### src/rtl/retire_trace_pkg.sv
// Shared types and widths for the retire trace buffer.
package retire_trace_pkg;

  localparam int INSTR_W    = 16;
  localparam int ADDR_W     = 16;
  localparam int DATA_W     = 16;
  localparam int REG_AW     = 3;
  localparam int FIFO_DEPTH = 8;
  localparam int SEQ_W      = 32;
  localparam int DROP_W     = 16;

  // One retired instruction as seen by the scoreboard.
  typedef struct packed {
    logic [SEQ_W-1:0]   seq;
    logic [ADDR_W-1:0]  pc;
    logic [INSTR_W-1:0] instr;
    logic               we;
    logic [REG_AW-1:0]  rd;
    logic [DATA_W-1:0]  wdata;
  } rec_t;

  // Drop counter increment that sticks at all-ones instead of wrapping.
  function automatic logic [DROP_W-1:0] sat_inc(input logic [DROP_W-1:0] v);
    return (v == '1) ? v : v + DROP_W'(1);
  endfunction

endpackage

### src/rtl/retire_trace_buffer_fifo.sv
// Show-ahead synchronous FIFO built from a register array.
// Pointers carry one extra wrap bit so full and empty are distinguishable.
// The caller never pushes when full without also popping, and never pops when empty.
module sync_fifo #(
  parameter type T     = logic,
  parameter int  DEPTH = 8
) (
  input  logic                     clk,
  input  logic                     rst,
  input  logic                     push_i,
  input  logic                     pop_i,
  input  T                         wdata_i,
  output T                         rdata_o,
  output logic [$clog2(DEPTH):0]   count_o,
  output logic                     full_o,
  output logic                     empty_o
);

  localparam int AW = $clog2(DEPTH);

  T           mem_q [DEPTH];
  logic [AW:0] wr_ptr_q, wr_ptr_d;
  logic [AW:0] rd_ptr_q, rd_ptr_d;

  // Advance each pointer by one on its own handshake.
  always_comb begin
    wr_ptr_d = wr_ptr_q;
    rd_ptr_d = rd_ptr_q;
    if (push_i) wr_ptr_d = wr_ptr_q + 1'b1;
    if (pop_i)  rd_ptr_d = rd_ptr_q + 1'b1;
  end

  // Pointer registers; reset empties the FIFO without touching the storage.
  always_ff @(posedge clk) begin
    if (rst) begin
      wr_ptr_q <= '0;
      rd_ptr_q <= '0;
    end else begin
      wr_ptr_q <= wr_ptr_d;
      rd_ptr_q <= rd_ptr_d;
    end
  end

  // Storage write; a push while full-with-pop lands in the slot being vacated.
  always_ff @(posedge clk) begin
    if (push_i) mem_q[wr_ptr_q[AW-1:0]] <= wdata_i;
  end

  assign count_o = wr_ptr_q - rd_ptr_q;
  assign full_o  = (count_o == (AW+1)'(DEPTH));
  assign empty_o = (count_o == '0);
  assign rdata_o = empty_o ? T'('0) : mem_q[rd_ptr_q[AW-1:0]];

endmodule

### src/rtl/retire_trace_buffer.sv
// Captures retired-instruction records into a FIFO for the scoreboard.
// The CPU is never stalled: a retire arriving while full is dropped, counted and flagged.
module retire_trace_buffer
  import retire_trace_pkg::*;
#(
  parameter int DEPTH = FIFO_DEPTH
) (
  input  logic                      clk,
  input  logic                      rst,
  input  logic                      retire_valid,
  input  logic [ADDR_W-1:0]         retire_pc,
  input  logic [INSTR_W-1:0]        retire_instr,
  input  logic                      retire_we,
  input  logic [REG_AW-1:0]         retire_rd,
  input  logic [DATA_W-1:0]         retire_wdata,
  output logic                      trace_valid,
  input  logic                      trace_ready,
  output rec_t                      trace_rec,
  output logic [$clog2(DEPTH):0]    fifo_count,
  output logic                      overflow,
  output logic [DROP_W-1:0]         drop_cnt,
  input  logic                      clr_stat
);

  logic [SEQ_W-1:0]  seq_q, seq_d;
  logic              overflow_q, overflow_d;
  logic [DROP_W-1:0] drop_cnt_q, drop_cnt_d;

  logic full, empty, push, pop, drop;
  rec_t newRec;

  assign trace_valid = !empty;
  assign pop         = trace_valid && trace_ready;
  assign push        = retire_valid && (!full || pop);
  assign drop        = retire_valid && full && !pop;

  assign newRec = '{seq:   seq_q,
                    pc:    retire_pc,
                    instr: retire_instr,
                    we:    retire_we,
                    rd:    retire_rd,
                    wdata: retire_wdata};

  sync_fifo #(.T(rec_t), .DEPTH(DEPTH)) u_fifo (
    .clk     (clk),
    .rst     (rst),
    .push_i  (push),
    .pop_i   (pop),
    .wdata_i (newRec),
    .rdata_o (trace_rec),
    .count_o (fifo_count),
    .full_o  (full),
    .empty_o (empty)
  );

  // Sequence numbering counts every retire, so dropped records show up as gaps;
  // a clear and a drop in the same cycle leave the drop visible.
  always_comb begin
    seq_d      = seq_q;
    overflow_d = overflow_q;
    drop_cnt_d = drop_cnt_q;
    if (retire_valid) seq_d = seq_q + 1'b1;
    if (clr_stat) begin
      overflow_d = 1'b0;
      drop_cnt_d = '0;
    end
    if (drop) begin
      overflow_d = 1'b1;
      drop_cnt_d = sat_inc(drop_cnt_d);
    end
  end

  // Sequence counter and drop statistics registers.
  always_ff @(posedge clk) begin
    if (rst) begin
      seq_q      <= '0;
      overflow_q <= 1'b0;
      drop_cnt_q <= '0;
    end else begin
      seq_q      <= seq_d;
      overflow_q <= overflow_d;
      drop_cnt_q <= drop_cnt_d;
    end
  end

  assign overflow = overflow_q;
  assign drop_cnt = drop_cnt_q;

endmodule

### config.mk
export PLATFORM = sky130hd
export DESIGN_NAME = retire_trace_buffer
export DESIGN_NICKNAME = d
export VERILOG_FILES = /design/src/rtl/retire_trace_pkg.sv /design/src/rtl/retire_trace_buffer_fifo.sv /design/src/rtl/retire_trace_buffer.sv
export SDC_FILE = /design/constraint.sdc
export NUM_CORES = 1
export LEC_CHECK = 0
export ABC_AREA = 1
export BUFFER_PORTS_ARGS = -buffer_cell sky130_fd_sc_hd__buf_2
export CAP_MARGIN = 10
export CORE_MARGIN = 4
export CORE_UTILIZATION = 60
export CTS_BUF_LIST = sky130_fd_sc_hd__clkbuf_8
export CTS_CLUSTER_SIZE = 20
export DETAILED_ROUTE_END_ITERATION = 6
export PLACE_DENSITY = 0.84
export SKIP_CTS_REPAIR_TIMING = 1
export SYNTH_ARGS = -nofsm -noshare
export SYNTH_HDL_FRONTEND = slang
export SYNTH_SLANG_ARGS = --single-unit
### constraint.sdc
create_clock -name clk -period 11 [get_ports clk]
set_input_delay 0.55 -clock clk [delete_from_list [all_inputs] [get_ports clk]]
set_output_delay 0.55 -clock clk [all_outputs]
set_load 0.02 [all_outputs]
==> results of run 1 <==
worst paths after layout:
check / from / end / slack (ns) / depth (start not counted)
worst max-delay path: flop / trace_rec[70] / 6.08 / 8
worst min-delay path: retire_pc[7] / u_fifo.mem_q[2][43] / 0.12 / 1
worst max register to register: u_fifo.wr_ptr_q[0] / u_fifo.mem_q[6][3] / 7.04 / 12
worst min register to register: overflow / overflow / 0.48 / 2
sequential cells by signal (all words and copies together), names as in the netlist, named ones only:
| signal | cells |
|---|---|
| u_fifo.wr_ptr_q | 4 |
| seq_q | 32 |
| drop_cnt | 16 |
| overflow | 1 |
| u_fifo.rd_ptr_q | 4 |
| u_fifo.mem_q | 672 |
kinds of logic after synthesis:
kind of cell,after synthesis,share of synthesized area (%)
AND/OR/NAND/NOR,996,13.7
flip-flops,732,71.5
AO/OA/AOI/OAI,482,10.7
buffers and inverters,220,3.38
XOR/XNOR,14,0.410
adder cells (fa/ha/maj),8,0.360
per-stage QoR:
step	setup WS (ns)	instances	instance area, sq um	total power [uW]	util, %
after floorplan	2.92	2452	29900	4470	-
after global placement	7.02	3153	31100	4910	63.2
after global routing	5.96	3360	33200	7360	67.5
after CTS	6.16	3354	33200	7040	67.5
final	6.08	3361	33200	7030	67.5
after detailed placement	6.93	3153	31100	4980	63.2
where the power goes:
part	internal, uW	switching (uW)	leakage, uW
sequential	3130	62.9	0.00657
clock	1070	1010	0.00117
combinational	524	1220	0.00396
total	4730	2290	0.0117
per-layer routing:
metal | vias to the layer above | share of wire, %
met2 | 994 | 49
met3 | 139 | 9.0
met1 | 9726 | 39
met4 | 4 | 2.6
li1 | 9218 | -
met5 | - | 0.041
worst max-delay path, cell delays in order, from the launching register on:
cell	delay (ns)
dfxtp_4	0.46
buf_4	0.93
buf_4	1.00
a21oi_1	0.10
a32o_1	0.27
nand2_1	0.06
o21ai_0	0.09
nor2_1	0.35
buf_2	0.25
synthesized netlist by cell type (10+ instances only):
| cell | instances |
|---|---|
| inv_1 | 64 |
| buf_2 | 68 |
| nand3_2 | 10 |
| dfxtp_1 | 60 |
| o21ai_0 | 101 |
| buf_6 | 12 |
| a21oi_1 | 199 |
| a21oi_2 | 10 |
| edfxtp_1 | 672 |
| a32o_1 | 84 |
| clkbuf_1 | 66 |
| nor3_1 | 17 |
| a32oi_1 | 84 |
| nand4_1 | 14 |
| nand2_1 | 721 |
| nor2_1 | 154 |
| nand3_1 | 46 |
area by class of cell:
cell class / instances / area, sq um
Timing Repair Buffer: 188 / 1040
Antenna cell: 6 / 15.0
Sequential cell: 732 / 21400
Tap cell: 664 / 831
Multi-Input combinational cell: 1500 / 7570
Clock buffer: 116 / 1600
Inverter: 70 / 277
Clock inverter: 85 / 479
Fill cell: 3208 / 16000
==> impl_metrics.py, run 1 <==
metrics = {
    "synthesis": {
        "synthTopCellsByArea": "edfxtp_1 67%, nand2_1 9.0%, dfxtp_1 4.0%",
        "yosysTopAreaCell": "edfxtp_1",
        "seq_area_frac_synth_pct": 71.5,
        "synth.cell_area_sq_um": 29900,
        "netlist_instances": 2452,
        "syn_nets": 2517,
        "ys_types": 39,
        "synth_flop_cell": "edfxtp_1",
        "yosys_warnings": 0,
        "async_reset_ff_share_pct": 0,
        "synth_edf_count": 672,
        "syn_avg_cell_area_sq_um": 12.2,
        "ys_seq_elements": 732,
        "synth_top_area_share_pct": 67.5,
    },
    "layout": {
        "final_common_cell": "nand2_1",
        "fin_nets": 2666,
        "layout_common_cells": "721 x nand2_1, 672 x edfxtp_1, 199 x a21oi_1",
        "layout-drive-gt1-share_pct": 14.9,
        "syn_to_final_growth_pct": 11.0,
    },
    "setup_path": {
        "path_class": "reg2out",
        "worst-endpoint-required_ns": 10.45,
        "cp-end-kind": "primary output",
        "cp-start-kind": "flop",
        "cp.arrival_ns": 4.37,
        "worst-path-max-fanout": 108,
    },
    "cts": {
        "cts_root_buf": "clkbuf_8",
        "cts_sinks": 732,
        "cts_tree": "done",
        "h-tree-depth": 3,
        "clock_path_buffers": 3,
        "cts_made_buffers": 109,
        "clk_pin_slew_ns": 0.06,
        "clkLatencyLatePin_ns": 0.70,
    },
    "global_routing": {
        "grt_pass1_wl_microns": 103000,
        "grt_usage_pct": 24.3,
        "globalRouteMet3Util_pct": 4.07,
        "grtUsageMet1_pct": 32.5,
        "grtUsageMet2_pct": 40.6,
        "antenna_found_initial": 7,
        "grt_busiest_layer": "met2",
        "grt_pass1_vias": 19700,
        "grt_start_max_net_pins": 253,
        "grt_overflow": 0,
    },
    "sta": {
        "setup-violations-final": 0,
        "final-hold-violation-count": 0,
        "slew_viol_final": 0,
        "worstMarginPinSlew_ns": 1.25,
        "fin_tns_setup_ns": 0,
        "period_share_pct": 44.7,
        "whs_ns": 0.119,
        "max-slew-margin-rel_pct": 16.4,
        "fmax_mhz": 203,
        "skew_ns": 0.0409,
        "grt_setup_unrepaired": "false",
        "period_minus_slack_ns": 4.92,
    },
    "floorplan": {
        "die_h_microns": 231,
        "core_area_sq_um": 49200,
        "io_pins": 163,
        "dieWidth_microns": 231,
        "rows": 81,
        "initial_utilization_pct": 60.9,
        "dieArea_sq_um": 53500,
    },
    "routing": {
        "vias_per_cell": 5.97,
        "num_vias": 20100,
        "dr.pass1.iters": 6,
        "drt_iter0_drc": 2408,
        "routed_wl_microns": 66400,
        "final_antenna_net_count": 0,
        "drc_errors": 0,
        "wl_per_cell_microns": 19.8,
    },
    "power_and_ir_drop": {
        "powerDensity_nw_per_um2": 212,
        "p_leak_uw": 0.0117,
        "ir_worst_vdd_mv": 0.164,
    },
    "placement": {
        "port_buffers": 162,
        "place_congestion": 0.897,
        "dp_hpwl_microns": 34800,
    },
    "flow_run": {
        "cap_violations": 0,
    },
    "run_status": {
        "run_status": "complete, no violations",
    },
    "min_path": {
        "min_path_type": "in2reg",
    },
}
(Power assumes the default switching activity.)
==> run 2, diff against run 1 <==
Clock period 11 ns to 4.8 ns, I/O delays scaled along.
==> impl_metrics.py, run 2 (synthesis results as in run 1) <==
metrics = {
    "routing": {
        "drc_errors": 0,
        "final_antenna_net_count": 0,
        "wl_per_cell_microns": 20.4,
        "vias_per_cell": 6.06,
        "dr.pass1.iters": 6,
        "routed_wl_microns": 69300,
        "num_vias": 20600,
        "drt_iter0_drc": 2481,
    },
    "placement": {
        "dp_cells": 3157,
        "dp_hpwl_microns": 37300,
        "place_congestion": 0.856,
        "port_buffers": 162,
        "post-place-ws_ns": 1.15,
    },
    "setup_path": {
        "path_class": "reg2out",
        "cp.arrival_ns": 4.10,
        "worst_path_largest_cell_delay_ns": 0.68,
        "r2r-end": "u_fifo.mem_q[0][19]",
        "cp_common_cell": "inv_1",
        "path_cells": "inv_1, ha_1, inv_1, fa_1, xnor2_1, nand2_1, inv_1, nand2_2, clkinv_2, buf_4, nor2_1, buf_2",
        "worst-endpoint-required_ns": 4.56,
        "cp-start-kind": "flop",
        "cp_slowest_cell": "clkinv_2",
        "ff2ff_path_depth": 11,
        "cp-end-kind": "primary output",
        "reg2reg_from": "u_fifo.wr_ptr_q[0]",
        "rrSetupSlack_ns": 1.11,
        "cp_top_family": "buffers and inverters",
        "worst-path-buf-inv": 6,
        "worst-path-max-fanout": 59,
        "cp.depth": 12,
    },
    "sta": {
        "setup_ws_ns": 0.456,
        "period_minus_slack_ns": 4.34,
        "max-slew-margin-rel_pct": 22.2,
        "setup-violations-final": 0,
        "grt_setup_unrepaired": "false",
        "period_share_pct": 90.5,
        "skew_ns": 0.0307,
        "worstMarginPinSlew_ns": 1.17,
        "final-hold-violation-count": 0,
        "slew_viol_final": 0,
        "fmax_mhz": 230,
    },
    "layout": {
        "finalNonFillerCells": 3400,
        "syn_to_final_growth_pct": 12.9,
        "antenna_cells": 0,
        "fin_nets": 2721,
        "largest_reg_flops": 672,
        "final_common_cell": "nand2_1",
        "multiInputGateArea_sq_um": 7590,
        "layout-drive-gt1-share_pct": 14.1,
        "n_fill_cell": 3165,
        "regArea_sq_um": 21400,
        "layout_common_cells": "721 x nand2_1, 672 x edfxtp_1, 199 x a21oi_1",
    },
    "power_and_ir_drop": {
        "ir_worst_vdd_mv": 0.234,
        "clkPwrFrac_pct": 28.6,
        "powerDensity_nw_per_um2": 476,
        "p_seq_share_pct": 45.8,
        "intPower_uw": 10800,
        "power.share.switching_pct": 32.7,
        "p_leak_uw": 0.0119,
        "power.share.combinational_pct": 25.6,
        "switching_power_uw": 5260,
    },
    "floorplan": {
        "rows": 81,
        "dieWidth_microns": 231,
        "io_pins": 163,
        "die_h_microns": 231,
        "dieArea_sq_um": 53500,
        "initial_utilization_pct": 60.9,
        "core_area_sq_um": 49200,
    },
    "flow_run": {
        "cap_violations": 0,
    },
    "cts": {
        "clkLatencyLatePin_ns": 0.68,
        "cts_sinks": 732,
        "cts_tree": "done",
        "h-tree-depth": 3,
        "clk_pin_slew_ns": 0.07,
        "clock_path_buffers": 3,
        "cts_root_buf": "clkbuf_8",
        "cts_made_buffers": 107,
    },
    "global_routing": {
        "grt_pass1_vias": 20200,
        "antenna_found_initial": 0,
        "grt_start_max_net_pins": 180,
        "grt_overflow": 0,
        "grt_usage_pct": 24.8,
        "grt_pass1_wl_microns": 106000,
    },
    "min_path": {
        "hold_depth": 2,
        "hp-start": "rst",
        "min_path_type": "in2reg",
        "holdPathEnd": "seq_q[13]",
    },
    "run_status": {
        "run_status": "complete, no violations",
    },
}
==> run 2: changes by cell type in the layout (fill, tap and decap cells not counted), moves of 3 or more <==
cell,change
dlygate4sd3_1,+54
buf_12,+10
clkinv_2,-10
buf_4,-6
diode_2,-6
inv_1,+4
nor3_2,-4
nor3_4,+4
inv_6,-3
==> run 2: how the worst max path moves through the flow <==
stage,start,slack [ns],to
4_1_cts,u_fifo.wr_ptr_q[0],0.44,trace_rec[14]
2_1_floorplan,u_fifo.wr_ptr_q[0],-1.06,u_fifo.mem_q[0][0]
6_report,u_fifo.wr_ptr_q[0],0.46,trace_rec[74]
3_3_place_gp,u_fifo.wr_ptr_q[0],1.29,u_fifo.mem_q[0][16]
5_1_grt,u_fifo.wr_ptr_q[0],0.20,trace_rec[14]
3_5_place_dp,u_fifo.wr_ptr_q[0],1.15,u_fifo.mem_q[0][18]
==> run 2: layout make-up <==
cell class / count / share of cell area, %
Multi-Input combinational cell: 1500 / 22.5
Clock buffer: 116 / 4.73
Tap cell: 664 / 2.46
Clock inverter: 73 / 1.09
Timing Repair Buffer: 245 / 5.05
Inverter: 70 / 0.819
Sequential cell: 732 / 63.4
==> run 2: per-layer routing <==
| metal | track usage, % | wire (microns) | share of wire [%] |
|---|---|---|---|
| met3 | 4.14 | 6100 | 8.8 |
| met1 | 32.7 | 26100 | 38 |
| met4 | 9.32 | 1770 | 2.6 |
| met5 | 0 | 0 | 0 |
| met2 | 42.0 | 35300 | 51 |
==> run 2: through the flow <==
step                TNS, ns  hold WS [ns]  util [%]  power (uW)  area (sq um)
floorplan           -530.49         0.339         -       10200         29900
global placement          0         0.454      63.6       11300         31300
detailed placement        0         0.474      63.6       11500         31300
CTS                       0        -0.208      67.6       16000         33200
global route              0         0.165      68.7       16800         33800
finish                    0         0.174      68.7       16100         33800
==> run 2: power by group through the flow <==
stage / logic (uW) / registers (uW) / clock network (uW)
2_1_floorplan: 2850 / 7390 / 0
3_3_place_gp: 3810 / 7470 / 0
3_5_place_dp: 4000 / 7480 / 0
4_1_cts: 4040 / 7350 / 4630
5_1_grt: 4450 / 7370 / 4960
6_report: 4100 / 7360 / 4600
==> run 2: worst reg2reg max path, cell delays in order, from the launching register on <==
cell	delay [ns]
dfxtp_1	0.34
inv_1	0.27
ha_1	0.22
inv_1	0.06
fa_1	0.42
xnor2_1	0.15
nand2_1	0.14
nor2_4	0.06
nand3_4	0.11
nand3_1	0.34
nor2_4	0.85
buf_4	0.39
